## src/rtl/frog_collision_ctrl.sv

```systemverilog
// frog_collision_ctrl
//
// Purpose:
//   This block sits on the consumer side of the car position interface.
//   It compares the frog grid position against every lane's car and raises
//   a hit when they overlap. It also detects when the frog reaches the goal
//   row. Finally, it runs the life / level / respawn state machine that
//   freezes the frog, brings it back to its start cell, and ends the game.
//
// Ports:
//   i_Clk        system clock
//   i_Rst_n      asynchronous active-low reset
//   i_tick       frame-rate enable pulse, one i_Clk cycle wide
//   i_start      restart request, honoured only while the game is over
//   i_car_x      packed car X positions, lane k in bits [5k+4:5k]
//   i_frog_x     frog column
//   i_frog_y     frog row
//   o_hit        one-cycle pulse on collision
//   o_level_up   one-cycle pulse when the goal row is reached
//   o_respawn    one-cycle pulse telling the frog mover to reset the frog
//   o_freeze     high while frog input must be ignored
//   o_lives      remaining lives
//   o_level      current level (1..MAX_LEVEL), fed back to the car movers
//   o_game_over  high while the game is over

module frog_collision_ctrl #(
    parameter int NUM_LANES     = 4,
    parameter int GRID_W        = 20,
    parameter int LANE_ROW_BASE = 2,
    parameter int GOAL_ROW      = 0,
    parameter int CAR_LEN       = 2,
    parameter int LIVES         = 3,
    parameter int RESPAWN_TICKS = 60,
    parameter int MAX_LEVEL     = 40
) (
    input  logic                   i_Clk,
    input  logic                   i_Rst_n,
    input  logic                   i_tick,
    input  logic                   i_start,
    input  logic [5*NUM_LANES-1:0] i_car_x,
    input  logic [4:0]             i_frog_x,
    input  logic [3:0]             i_frog_y,
    output logic                   o_hit,
    output logic                   o_level_up,
    output logic                   o_respawn,
    output logic                   o_freeze,
    output logic [2:0]             o_lives,
    output logic [5:0]             o_level,
    output logic                   o_game_over
);

    localparam int TIMER_W = (RESPAWN_TICKS < 2) ? 1 : $clog2(RESPAWN_TICKS + 1);
    localparam logic [TIMER_W-1:0] TIMER_LOAD = TIMER_W'(RESPAWN_TICKS);

    typedef enum logic [1:0] {
        PLAY,
        HIT,
        RESPAWN,
        OVER
    } state_t;

    state_t             state;
    logic [TIMER_W-1:0] timer;
    logic               overlap;
    logic               goal;
    int                 car_val;
    int                 cell_val;

    // A car covers CAR_LEN cells starting at its X position. The covered
    // cells wrap around the right edge of the grid. A car value outside the
    // grid means that lane is empty, so it can never collide.
    always_comb begin
        overlap  = 1'b0;
        car_val  = 0;
        cell_val = 0;
        for (int k = 0; k < NUM_LANES; k++) begin
            car_val = int'(i_car_x[5*k +: 5]);
            if (car_val < GRID_W && int'(i_frog_y) == LANE_ROW_BASE + k) begin
                for (int j = 0; j < CAR_LEN; j++) begin
                    cell_val = (car_val + j) % GRID_W;
                    if (int'(i_frog_x) == cell_val) begin
                        overlap = 1'b1;
                    end
                end
            end
        end
    end

    assign goal = (int'(i_frog_y) == GOAL_ROW);

    // Game state machine. Every output is registered. The pulse outputs
    // default low each cycle, so each one lasts exactly one cycle. Only one
    // transition can happen per edge, so two pulses never overlap.
    always_ff @(posedge i_Clk or negedge i_Rst_n) begin
        if (!i_Rst_n) begin
            state       <= PLAY;
            timer       <= '0;
            o_lives     <= 3'(LIVES);
            o_level     <= 6'd1;
            o_hit       <= 1'b0;
            o_level_up  <= 1'b0;
            o_respawn   <= 1'b0;
            o_freeze    <= 1'b0;
            o_game_over <= 1'b0;
        end else begin
            o_hit      <= 1'b0;
            o_level_up <= 1'b0;
            o_respawn  <= 1'b0;
            case (state)
                PLAY: begin
                    if (overlap) begin
                        state    <= HIT;
                        o_hit    <= 1'b1;
                        o_freeze <= 1'b1;
                        if (o_lives != 3'd0) begin
                            o_lives <= o_lives - 3'd1;
                        end
                    end else if (goal) begin
                        state      <= RESPAWN;
                        o_level_up <= 1'b1;
                        o_freeze   <= 1'b1;
                        timer      <= TIMER_LOAD;
                        if (o_level < 6'(MAX_LEVEL)) begin
                            o_level <= o_level + 6'd1;
                        end
                    end
                end
                HIT: begin
                    if (o_lives == 3'd0) begin
                        state       <= OVER;
                        o_game_over <= 1'b1;
                    end else begin
                        state <= RESPAWN;
                        timer <= TIMER_LOAD;
                    end
                end
                RESPAWN: begin
                    // The exit check comes before the tick. This means a
                    // tick that arrives while the timer is already zero
                    // has no effect.
                    if (timer == '0) begin
                        state     <= PLAY;
                        o_freeze  <= 1'b0;
                        o_respawn <= 1'b1;
                    end else if (i_tick) begin
                        timer <= timer - 1'b1;
                    end
                end
                OVER: begin
                    if (i_start) begin
                        state       <= PLAY;
                        o_freeze    <= 1'b0;
                        o_game_over <= 1'b0;
                        o_lives     <= 3'(LIVES);
                        o_level     <= 6'd1;
                        o_respawn   <= 1'b1;
                    end
                end
                default: begin
                    state <= PLAY;
                end
            endcase
        end
    end

endmodule
```

## config.mk

```make
export PLATFORM = sky130hd
export DESIGN_NAME = frog_collision_ctrl
export DESIGN_NICKNAME = d
export VERILOG_FILES = /design/src/rtl/frog_collision_ctrl.sv
export SDC_FILE = /design/constraint.sdc
export NUM_CORES = 1
export LEC_CHECK = 0
export ABC_AREA = 1
export CORE_MARGIN = 2
export CORE_UTILIZATION = 49
export DETAILED_ROUTE_END_ITERATION = 12
export PLACE_DENSITY = 0.83
export SYNTH_ARGS = -nofsm -noshare
export SYNTH_HDL_FRONTEND = slang
export SYNTH_SLANG_ARGS = --single-unit
```

## constraint.sdc

```tcl
create_clock -name i_Clk -period 6.3 [get_ports i_Clk]
set_input_delay 1.26 -clock i_Clk [delete_from_list [all_inputs] [get_ports i_Clk]]
set_output_delay 1.26 -clock i_Clk [all_outputs]
set_load 0.05 [all_outputs]
```

# Word level (Yosys, flattened, before mapping)
# Cells that the tools add are included.
# op_classes
n_eq_ne	27
addsub	7
muxes	48
n_div	8
reduce_logical	19
magnitude_cmp	5
# op_table
cell	count
6-bit by 32-bit equality test with 1-bit output	8
32-bit by 6-bit remainder unit with 32-bit output, second input constant	4
6-bit by 6-bit remainder unit with 32-bit output, second input constant	4
6-bit 2-to-1 mux	9
1-bit 2-to-1 mux	25
5-bit by 1-bit adder with 6-bit output, second input constant	4
2-bit != test, second input constant	11
5-bit < comparator, second input constant	4
6-bit one-hot mux with 3 select lines	1
6-bit one-hot mux with 2 select lines	1
3-bit 2-to-1 mux	3
3-bit nonzero test	3
4-bit by 3-bit equality test with 1-bit output, second input constant	2
4-bit equality test, second input constant	2
2-bit 2-to-1 mux	4
2-bit one-hot mux with 4 select lines	1
4-bit AND reduction	2
6-bit by 1-bit adder with 6-bit output, second input constant	1
6-bit zero test	1
6-bit < comparator, second input constant	1
3-bit one-hot mux with 2 select lines	1
3-bit AND reduction	2
6-bit AND reduction	1
6-bit by 1-bit subtractor with 6-bit output, second input constant	1
12 further kinds	18
# word_totals
out_inout_bits	14
register_bits	22

# Depth between registers and ports, before layout
# logic_depth
ltp_word	16
depth_mapped	23
mapped_depth_nobuf	23

# Least setup slack after synthesis
# OpenSTA, ideal clock, no wires.
# synth_path
kind	input-to-reg
start	input port i_car_x[0]
end	register o_level[2]
path_buffers	0
stages	21
t_required_ns	6.182
setup_slack_ns	2.828
arrival_ns	3.353
path_cell_list	ha_1 nand2_1 or2_2 nand2_1 inv_1 nand2_1 ha_1 o21ai_1 nand3_1 o21ai_1 nand3_1 nand2_1 nor2_1 nand2_1 nand2_1 nand2_1 nand2_2 nand2_4 nand3_4 nand2_1 nand2_1
# synth_via
elab_chain_cells	16
elab_cells_between_ends	21
# synth_lines
item	line	text
start: declaration	40	input logic [5*NUM_LANES-1:0] i_car_x,
5-bit by 1-bit adder with 6-bit output or 6-bit by 6-bit remainder unit with 32-bit output (tied branches)	80	cell_val = (car_val + j) % GRID_W;
32-bit by 6-bit remainder unit with 32-bit output or 6-bit by 32-bit equality test with 1-bit output (tied branches)	80, 81	
6-bit by 32-bit equality test with 1-bit output or 1-bit 2-to-1 mux (tied branches)	81	if (int'(i_frog_x) == cell_val) begin
1-bit 2-to-1 mux	81	
1-bit 2-to-1 mux (*)	78	if (car_val < GRID_W && int'(i_frog_y) == LANE_ROW_BASE + k) begin
1-bit 2-to-1 mux (2 in a row)	81	
1-bit 2-to-1 mux (*)	78	
1-bit 2-to-1 mux (2 in a row)	81	
1-bit 2-to-1 mux (*)	78	
1-bit 2-to-1 mux (2 in a row)	81	
1-bit 2-to-1 mux (*)	78	
2-bit != test (no line) (*)	--	
5-bit AND reduction (no line) (*)	--	
end signal: assignment	124	o_level <= o_level + 6'd1;
end: declaration	48	output logic [5:0] o_level,
# Every way passes the cells marked *; elsewhere a longest branch is shown, timed or not.
# A chain may end at the register's enable or synchronous reset.

# Worst setup path after layout
# layout_path
start	input port i_car_x[2]
end	register o_level[2]
# The elaborated chain is that of the path after synthesis.

==> flow_metrics.tcl <==
set metrics [dict create \
    status "finished, final reports clean" \
    synthCells 512 \
    stdcell_area_um2 3740 \
    arrival_ns 4.34 \
    cap_violations 0 \
    fp.coreArea_um2 6310 \
    clkSlewWorstSetupHoldPaths_ns 0.08 \
    yosysSeqAreaShare_pct 17.5 \
    synth.largest_area_cell "nand2_1" \
    yosysTopAreaCellShare_pct 16.6 \
    p_int_uw 423 \
    worst_slew_pin_slew_ns 0.983 \
    fp.dieH_um 84.4 \
    path_common_cell "nand2_1" \
    dpl.hpwl_um 6060 \
    clock_skew_ns 0.00675 \
    cts_tree "done" \
    peakVddDrop_uv 191 \
    wl_per_cell_um 11.6 \
    worst_setup_path_end_kind "register" \
    start_util_pct 50.1 \
    dpl.cell_count 630 \
    grt_start_max_net_pins 23 \
    crit_slowest_cell "clkdlybuf4s50_1" \
    final_antenna_net_count 0 \
    slowest_delay_ns 0.69 \
    p_seq_share_pct 27.6 \
    cts-htree-levels 1 \
    synth_nets 574 \
    gp_congestion 0.866 \
    grt.total_usage_pct 21.2 \
    power_frac_clock_pct 10.7 \
    numCtsBuffers 3 \
    post_cts.repair.setup_buffers 0 \
    crit_chain "clkdlybuf4s50_1, ha_1, nand2_1, or2_2, nand2_1, inv_1, nand2_1, ha_1, o21ai_1, nand3_1, o21ai_1, nand3_1, nand2_1, nor2_1, nand2_1, nand2_1, nand2_1, nand2_2, nand2_4, nand3_4, nand2_1, nand2_1" \
    slew_violations 0 \
    pin_count 47 \
    min_period_ns 4.18 \
    syn2layout_area_growth_pct 18.2 \
    finalHoldViolCount 0 \
    p_sw_share_pct 50.0 \
    nets 620 \
    drc 0 \
    grt_pass1_wl_um 13100 \
    cp.required_ns 6.46 \
    yosysMostFrequentCell "nand2_1" \
    p_leak_nw 2.03 \
    critical_path.top_delay_family "simple AND/OR/NAND/NOR gates" \
    setup_tns_ns 0 \
    antenna_found_initial 0 \
    rows 29 \
    drt_iter0_drc 203 \
    place_area_um2 3700 \
    critPathKind "in2reg" \
    nFillCells 616 \
    path_buf_inv 2 \
    synth_warnings 0 \
    via_count 3319 \
    drt-total-wl_um 7370 \
    startpoint_type "primary input" \
    slew-limit-headroom_pct 34.3 \
    cts_root_buf "clkbuf_8" \
    hp-class "reg2reg" \
    synth-edff-count 0 \
    synth_commonest_cells "nand2_1, inv_1, nand3_1" \
    vias_per_cell 5.24 \
    die_w_um 84.4 \
    timing.final.crit_share_pct 66.4 \
    synth.distinct_cells 42 \
    fmax_mhz 239 \
    cts_resized 0 \
    synth.avg_cell_area_um2 6.18 \
    instances_no_fill 634 \
    crit_fanout 9 \
    ys.flop_type "dfrtp_1" \
    rsz0062_at_grt "false" \
    combPwrFrac_pct 61.8 \
    die_area_um2 7120 \
    setup_violations 0 \
    first_global_vias 3121 \
    ys_top_cells_by_area "nand2_1, dfrtp_1, ha_1" \
    ff_latch_area_um2 554 \
    multi_input_area_um2 2270 \
    cts_buffer_depth 2 \
    clock_latency_ns 0.26 \
    power_switching_uw 422 \
    cts.sinks 22 \
    dp_worst_setup_slack_ns 1.84 \
    fin_total_pwr_uw 845 \
    ys_async_sr_fraction_pct 100 \
    drive_gt1_share_pct 7.36 \
    cts_hold_buf 0 \
    finalWorstSetupSlack_ns 2.12 \
    synth-seq-cells 22 \
    drt_first_pass_iters 4 \
    diodes 0 \
    syn-cell-area_um2 3170 \
    gr-total-overflow 0 \
    io_buffers 46 \
    powerDensity_nw_per_um2 226 \
]
==> path summary, 6_finish.rpt <==
path / startpoint / endpoint / slack, ns / cells past startpoint
hold / removal: o_lives[0] / o_lives[0] / 0.48 / 2
setup reg to reg: o_lives[0] / timer[4] / 3.85 / 11
setup / recovery: i_car_x[2] / o_level[2] / 2.12 / 22
max in group asynchronous: i_Rst_n / o_lives[2] / 4.17 / 1
min in group asynchronous: i_Rst_n / o_level_up / 1.54 / 1
hold reg to reg: o_lives[0] / o_lives[0] / 0.48 / 2
==> power groups by stage <==
stage	sequential (mW)	clock (mW)	combinational, mW
after CTS	0.232	0.0921	0.522
final	0.233	0.0903	0.522
after global placement	0.233	0	0.502
after floorplan	0.319	0	0.284
after global routing	0.241	0.0981	0.580
after detailed placement	0.235	0	0.518
==> through the flow <==
step	hold WS, ns	utilization, %
floorplan	0.473	-
global placement	0.472	58.5
detailed placement	0.474	58.5
CTS	0.486	59.3
global route	0.513	59.3
finish	0.484	59.3
==> metal layers <==
metal	global-route usage, %	routed length, µm
met5	0	0
met4	3.46	48
met3	2.16	303
met2	39.0	3650
met1	27.4	3370
==> cell families (layout without fill, tap and decap cells) <==
logic type               Yosys count  count (layout)  synth area share (%)
buffers and inverters             88             133                  10.7
AND/OR/NAND/NOR                  293             293                  43.0
multiplexers                       1               1                 0.316
XOR/XNOR                          31              31                  8.58
AO/OA/AOI/OAI                     48              48                  8.50
adder cells (fa/ha/maj)           29              29                  11.5
flip-flops                        22              22                  17.5
==> sequential cells by signal (all words and copies together) (netlist names) <==
| register | cells |
|---|---|
| o_freeze | 1 |
| o_game_over | 1 |
| o_hit | 1 |
| o_level | 6 |
| o_level_up | 1 |
| o_lives | 3 |
| o_respawn | 1 |
| state | 2 |
| timer | 6 |
==> layout make-up <==
class / count / share of cell area (%)
repair buffers: 46 / 12.3
inverters: 83 / 8.33
multi-input cells: 402 / 60.8
clock buffers: 4 / 1.20
flip-flops and latches: 22 / 14.8
well taps: 77 / 2.58
==> layout by cell type, fill, tap and decap left out, types with 5 or more instances in the layout <==
master | synthesis | final
a21oi_1 | 13 | 13
clkdlybuf4s50_1 | 0 | 46
dfrtp_1 | 19 | 19
ha_1 | 29 | 29
inv_1 | 75 | 75
inv_2 | 6 | 6
nand2_1 | 140 | 140
nand2_2 | 7 | 7
nand3_1 | 52 | 52
nand3_2 | 5 | 5
nand4_1 | 18 | 18
nor2_1 | 46 | 46
o21ai_0 | 16 | 16
o21ai_1 | 9 | 9
xnor2_1 | 7 | 7
xor2_1 | 24 | 24
==> worst min-delay path: stages (launching register included) <==
cell and delay (ns):
dfstp_2 0.38, nand2_1 0.05, o21ai_1 0.05
No activity file was read; power rests on OpenSTA's default activity.
